[src/rtl/arm_mmio_pkg.sv]
// Shared constants for the ARM data-memory / MMIO stage.
// Register offsets, CTRL bit positions and reset values.
package arm_mmio_pkg;

    localparam logic [7:0] OFF_GPIO_OUT = 8'h00;
    localparam logic [7:0] OFF_GPIO_IN  = 8'h04;
    localparam logic [7:0] OFF_COUNT    = 8'h08;
    localparam logic [7:0] OFF_CMP      = 8'h0C;
    localparam logic [7:0] OFF_CTRL     = 8'h10;
    localparam logic [7:0] OFF_STATUS   = 8'h14;

    localparam int CTRL_EN     = 0;
    localparam int CTRL_RELOAD = 1;
    localparam int CTRL_IRQEN  = 2;

    localparam logic [31:0] CMP_RST = 32'hFFFFFFFF;

endpackage

[src/rtl/arm_dmem_mmio_sync2.sv]
// Parameterised-width two-flop synchroniser.
// Synchronous active-high reset clears both stages.
module sync2 #(
    parameter int W = 8
) (
    input  logic         clk,
    input  logic         reset,
    input  logic [W-1:0] d_i,
    output logic [W-1:0] q_o
);

    logic [W-1:0] s1_q;
    logic [W-1:0] s2_q;

    always_ff @(posedge clk) begin
        if (reset) begin
            s1_q <= '0;
            s2_q <= '0;
        end else begin
            s1_q <= d_i;
            s2_q <= s1_q;
        end
    end

    assign q_o = s2_q;

endmodule

[src/rtl/arm_dmem_mmio.sv]
// Data-side memory stage: word RAM plus an MMIO page with
// GPIO and a compare timer with a sticky match interrupt.
module arm_dmem_mmio
    import arm_mmio_pkg::*;
#(
    parameter int          DEPTH  = 64,
    parameter logic [15:0] IO_TAG = 16'hFFFF,
    parameter int          GPIO_W = 8
) (
    input  logic              clk,
    input  logic              reset,
    input  logic              MemWrite,
    input  logic [31:0]       Addr,
    input  logic [31:0]       WriteData,
    output logic [31:0]       ReadData,
    input  logic [GPIO_W-1:0] gpio_in,
    output logic [GPIO_W-1:0] gpio_out,
    output logic              timer_irq
);

    localparam int AW = $clog2(DEPTH);

    logic [31:0] mem [DEPTH];

    logic [AW-1:0]     idx;
    logic              io_sel;
    logic              io_map;
    logic [7:0]        off;
    logic [GPIO_W-1:0] gpio_sync;
    logic              unused_addr;

    logic [GPIO_W-1:0] gpio_q;
    logic [31:0]       count_q, count_d;
    logic [31:0]       cmp_q;
    logic [2:0]        ctrl_q;
    logic              match_q, match_d;

    logic we_gpio, we_count, we_cmp, we_ctrl, we_status;
    logic hit;
    logic [31:0] io_rdata;

    assign idx         = Addr[AW+1:2];
    assign io_sel      = (Addr[31:16] == IO_TAG);
    assign io_map      = io_sel && (Addr[15:8] == 8'h00);
    assign off         = {Addr[7:2], 2'b00};
    assign unused_addr = ^Addr[1:0];

    assign we_gpio   = MemWrite && io_map && (off == OFF_GPIO_OUT);
    assign we_count  = MemWrite && io_map && (off == OFF_COUNT);
    assign we_cmp    = MemWrite && io_map && (off == OFF_CMP);
    assign we_ctrl   = MemWrite && io_map && (off == OFF_CTRL);
    assign we_status = MemWrite && io_map && (off == OFF_STATUS);

    sync2 #(.W(GPIO_W)) u_sync (
        .clk   (clk),
        .reset (reset),
        .d_i   (gpio_in),
        .q_o   (gpio_sync)
    );

    // RAM has no reset; a store completes even while reset is high.
    always_ff @(posedge clk) begin
        if (MemWrite && !io_sel)
            mem[idx] <= WriteData;
    end

    // Hit is judged on the pre-write COUNT even when the CPU overwrites it.
    assign hit = ctrl_q[CTRL_EN] && (count_q == cmp_q);

    always_comb begin
        count_d = count_q;
        if (we_count)
            count_d = WriteData;
        else if (ctrl_q[CTRL_EN]) begin
            if (hit && ctrl_q[CTRL_RELOAD])
                count_d = 32'd0;
            else
                count_d = count_q + 32'd1;
        end
    end

    always_comb begin
        match_d = match_q;
        if (hit)
            match_d = 1'b1;
        else if (we_status && WriteData[0])
            match_d = 1'b0;
    end

    always_ff @(posedge clk) begin
        if (reset) begin
            gpio_q  <= '0;
            count_q <= 32'd0;
            cmp_q   <= CMP_RST;
            ctrl_q  <= 3'b000;
            match_q <= 1'b0;
        end else begin
            if (we_gpio)
                gpio_q <= WriteData[GPIO_W-1:0];
            if (we_cmp)
                cmp_q <= WriteData;
            if (we_ctrl)
                ctrl_q <= WriteData[2:0];
            count_q <= count_d;
            match_q <= match_d;
        end
    end

    always_comb begin
        io_rdata = 32'd0;
        if (io_map) begin
            unique case (off)
                OFF_GPIO_OUT: io_rdata = 32'(gpio_q);
                OFF_GPIO_IN:  io_rdata = 32'(gpio_sync);
                OFF_COUNT:    io_rdata = count_q;
                OFF_CMP:      io_rdata = cmp_q;
                OFF_CTRL:     io_rdata = {29'd0, ctrl_q};
                OFF_STATUS:   io_rdata = {31'd0, match_q};
                default:      io_rdata = 32'd0;
            endcase
        end
    end

    assign ReadData  = io_sel ? io_rdata : mem[idx];
    assign gpio_out  = gpio_q;
    assign timer_irq = match_q && ctrl_q[CTRL_IRQEN];

endmodule

[config.mk]
export PLATFORM = sky130hd
export DESIGN_NAME = arm_dmem_mmio
export DESIGN_NICKNAME = d
export VERILOG_FILES = /design/src/rtl/arm_mmio_pkg.sv /design/src/rtl/arm_dmem_mmio_sync2.sv /design/src/rtl/arm_dmem_mmio.sv
export SDC_FILE = /design/constraint.sdc
export NUM_CORES = 2
export LEC_CHECK = 0
export BUFFER_PORTS_ARGS = -buffer_cell sky130_fd_sc_hd__buf_2
export CAP_MARGIN = 20
export CORE_ASPECT_RATIO = 0.9
export CORE_MARGIN = 5
export CORE_UTILIZATION = 46
export CTS_CLUSTER_DIAMETER = 40
export DETAILED_ROUTE_END_ITERATION = 8
export PLACE_DENSITY = 0.61
export SYNTH_ARGS = -nofsm -noshare
export SYNTH_HDL_FRONTEND = slang
export SYNTH_SLANG_ARGS = --single-unit
[constraint.sdc]
create_clock -name clk -period 12.7 [get_ports clk]
set_input_delay 3.81 -clock clk [delete_from_list [all_inputs] [get_ports clk]]
set_output_delay 3.81 -clock clk [all_outputs]
set_load 0.05 [all_outputs]
==> summary.txt <==
Worst hold path
  – Hold Path Class: reg -> reg

Final layout
  – Final Core Density: 52.5%
  – Fill count: 14000
  – Final #Nets: 4255
  – Layout cells sized above 1: 29.0%
  – Area grow syn2layout: 13.6%
  – Area occupied by registers: 63300 um2
  – Design area: 94800 um2
  – Multi-input logic area: around 19000 um2

Synth
  – Post-Syn Instances: 3933
  – Netlist Area Pre-Place: between 80000 and 90000 um2
  – Ys flop type: edfxtp_1
  – Seq/Total Area, Yosys: around 76%
  – #FFs+latches synth: 2140
  – Post-Syn Nets: 4009
  – Syn_area_per_cell: roughly 21 um2
  – Post-synth EDFFs: 2048
  – Synth Warn #: 0
  – Netlist cell types: 62
  – Post-synth ARST share: 0%

Power
  – Pint: 11.7 mW
  – Switch Pwr: 3.23 mW
  – Clock share of power: 42.2%
  – Switch share: 21.7%
  – Flop pwr share: between 50% and 60%
  – VDD IR-drop max: 0.139 mV
  – Cell leakage power: 29.3 nW
  – Pwr/cell area: 157 nW/um2
  – Logic pwr share: around 5.5%

Global route
  – Tot GR Track Use: 22.5%
  – Vias in the first global route: approximately 41000
  – First-pass GRT wire length: roughly 300000 um
  – Initial antenna violation count: 11
  – Grt peak-use layer: met2
  – Gr ovfl total: 0
  – Largest net degree at the start of global routing: between 100 and 150
  – GR Util met1: 32.6%
  – GRT met2 Usage: around 36%
  – M3 GR Usage: under 10%

Setup path
  – Crit-path cells: buf_8 > buf_12 > mux4_2 > mux4_2 > a22oi_1 > o211ai_1 > buf_2
  – Crit path launch type: input port
  – Worst EP arrival: 7.67 ns
  – Slowest Stage Delay on Critical Path: 0.80 ns
  – Endpoint type of the worst setup path: output port
  – Critical-path top delay cell: a22oi_1
  – Most frequent CP cell: mux4_2
  – Crit Path Category: in -> out
  – Max FO, Critical Path: 75
  – CP Data Required Time: 8.89 ns

Place
  – RD Place Congestion: 0.867
  – DP Area: 87700 um2
  – Post-DP HPWL: approximately 120000 um
  – DP Worst Slack: about 1.4 ns
  – PortBufs: 113

Drt
  – Detailed Route WL: 214000 um
  – Antenna-violating nets left: 0
  – DR iter-0 viols: 5084
  – Avg Vias per Cell: approximately 6
  – DRC: 0
  – Pre-antenna DRT Iters: 6
  – Drt wl/cell: 31.6 um
  – Via count: 41300

Die
  – Die Area: 190000 um2
  – Ports: roughly 120
  – Die H: 414 um
  – Core ar.: 181000 um2
  – Die width: about 460 um
  – Initial core utilization: 46.2%
  – Placement Rows: 148

Clock network
  – Clk Latency, worst-skew pair: 0.83 ns
  – H-tree depth: 4
  – Longest Clk Path Bufs: 3
  – Cts repair resizes: 0
  – CTS clk-pin slew, worst paths: 0.06 ns
  – CTS tree: built
  – CTS Buf Count: 215
  – Post-CTS Setup Repair Bufs: 0
  – CTS hold repair buffers: 0
  – Root buffer cell: clkbuf_16
  – CTS sink cnt: 2140

Timing
  – Min cycle time layout: roughly 11 ns
  – Relative slew slack: between 20% and 30%
  – Min Hold Slack: 0.436 ns
  – Pins Over Slew Limit: 0
  – Fin Clk Skew: 0.0242 ns
  – Fmax: 87.1 MHz
  – Unrepaired setup endpoints after global routing: false
  – Final Hold Fails: 0
  – Endpoints failing setup: 0
  – Setup TNS: 0 ns
  – Slew @ Worst Pin: 1.06 ns
  – Setup WS post-layout: 1.22 ns
  – Final worst-path cycle share: 90.4%

Job
  – Total of max-cap violations: 0

Run status
  – Outcome: complete, no violations
-- flip-flops by register name (all words and copies together) (netlist names) --
name         cells
cmp_q           32
count_q         32
ctrl_q           3
gpio_out         8
match_q          1
mem           2048
u_sync.q_o       8
u_sync.s1_q      8
-- area by class of cell --
class | instances | area share (%)
clock buffers | 270 | 6.11
diodes | 3 | 0.00792
multi-input cells | 1535 | 20.4
well taps | 2400 | 3.17
flip-flops and latches | 2140 | 66.8
clock inverters | 130 | 1.29
repair buffers | 277 | 2.09
inverters | 10 | 0.0396
-- routing by layer --
metal,part of all wire [%],up-vias,wire [um]
met4,3.1,0,6530
met1,42,22200,89000
met2,47,1686,101000
met3,7.9,298,16900
met5,0,-,0
li1,-,17000,-
-- critical path, delay by kind of cell --
| family | cells | cell delay [ns] |
|---|---|---|
| buf+inv | 3 | 1.27 |
| compound gates | 2 | 1.33 |
| mux | 2 | 1.05 |
-- synth_stat cells, types with 6 or more instances --
cell / number / area (um2)
buf_2: 101 / 505
mux2i_1: 90 / 901
nand2_1: 100 / 375
mux2_2: 29 / 327
clkbuf_1: 99 / 372
edfxtp_1: 2048 / 61500
nor3_1: 15 / 75.1
and4_1: 7 / 61.3
and2_1: 6 / 37.5
o21ai_0: 45 / 225
nand2b_1: 7 / 43.8
a211oi_1: 31 / 233
or3_1: 7 / 43.8
dfxtp_1: 92 / 1840
xnor2_1: 47 / 412
nand4_1: 33 / 206
buf_4: 31 / 233
o22ai_1: 6 / 37.5
nor4_1: 8 / 50.1
nand3_1: 21 / 105
nor2b_1: 54 / 338
or2_2: 6 / 37.5
a22oi_1: 127 / 953
inv_1: 10 / 37.5
a221oi_1: 26 / 228
buf_1: 15 / 56.3
a21oi_1: 88 / 440
nor2_1: 141 / 529
xor2_1: 11 / 96.3
mux4_2: 552 / 12400
o211ai_1: 26 / 195
-- power groups by stage --
| stage | registers, mW | logic (mW) | clock network [mW] |
|---|---|---|---|
| finish | 7.79 | 0.816 | 6.29 |
| global route | 7.79 | 0.858 | 6.68 |
| CTS | 7.79 | 0.823 | 6.39 |
| detailed placement | 7.94 | 0.822 | 0 |
| global placement | 7.94 | 0.813 | 0 |
| floorplan | 7.94 | 0.452 | 0 |
-- through the flow --
stage,std cells,total power [mW]
finish,6765,14.9
floorplan,3933,8.39
global placement,6361,8.75
global route,6762,15.3
CTS,6761,15.0
detailed placement,6361,8.76
-- cells in the final DEF, fill, tap and decap left out, types with 33 or more instances in the layout --
cell type  instances
nand4_1           33
clkbuf_16        222
mux4_2           552
clkbuf_1          43
nand2_1          100
mux2i_1           90
buf_4            152
buf_2            109
a22oi_1          127
nor2b_1           52
nor2_4            65
dfxtp_1           92
clkinv_2          35
o21ai_0           45
xnor2_1           47
nor2_1            75
a21oi_1           88
edfxtp_1        2048
clkinv_1          38
-- worst paths after layout --
path / endpoint / from / slack [ns] / cells after the start
min: u_sync.q_o[5]$_SDFF_PP0_ / u_sync.s1_q[5]$_SDFF_PP0_ / 0.44 / 1
max reg2reg: count_q[7]$_SDFFE_PP0P_ / count_q[7]$_SDFFE_PP0P_ / 10.14 / 7
max: ReadData[19] / Addr[3] / 1.22 / 7
min reg2reg: u_sync.q_o[5]$_SDFF_PP0_ / u_sync.s1_q[5]$_SDFF_PP0_ / 0.44 / 1
-- logic make-up (layout without fill, tap and decap cells) --
| group | count (synthesis) | in the layout | share of synthesized area (%) |
|---|---|---|---|
| DFF | 2140 | 2140 | 75.9 |
| and+or+nand+nor | 427 | 427 | 2.52 |
| muxes | 671 | 671 | 16.4 |
| xor gates and xnor gates | 58 | 58 | 0.609 |
| adders and majority gates | 1 | 1 | 0.0150 |
| AOI/OAI and AO/OA | 378 | 378 | 3.07 |
| other | 0 | 3 | 0 |
| buffers and inverters | 258 | 687 | 1.47 |
Note: power is estimated with default switching activity, not from simulation.
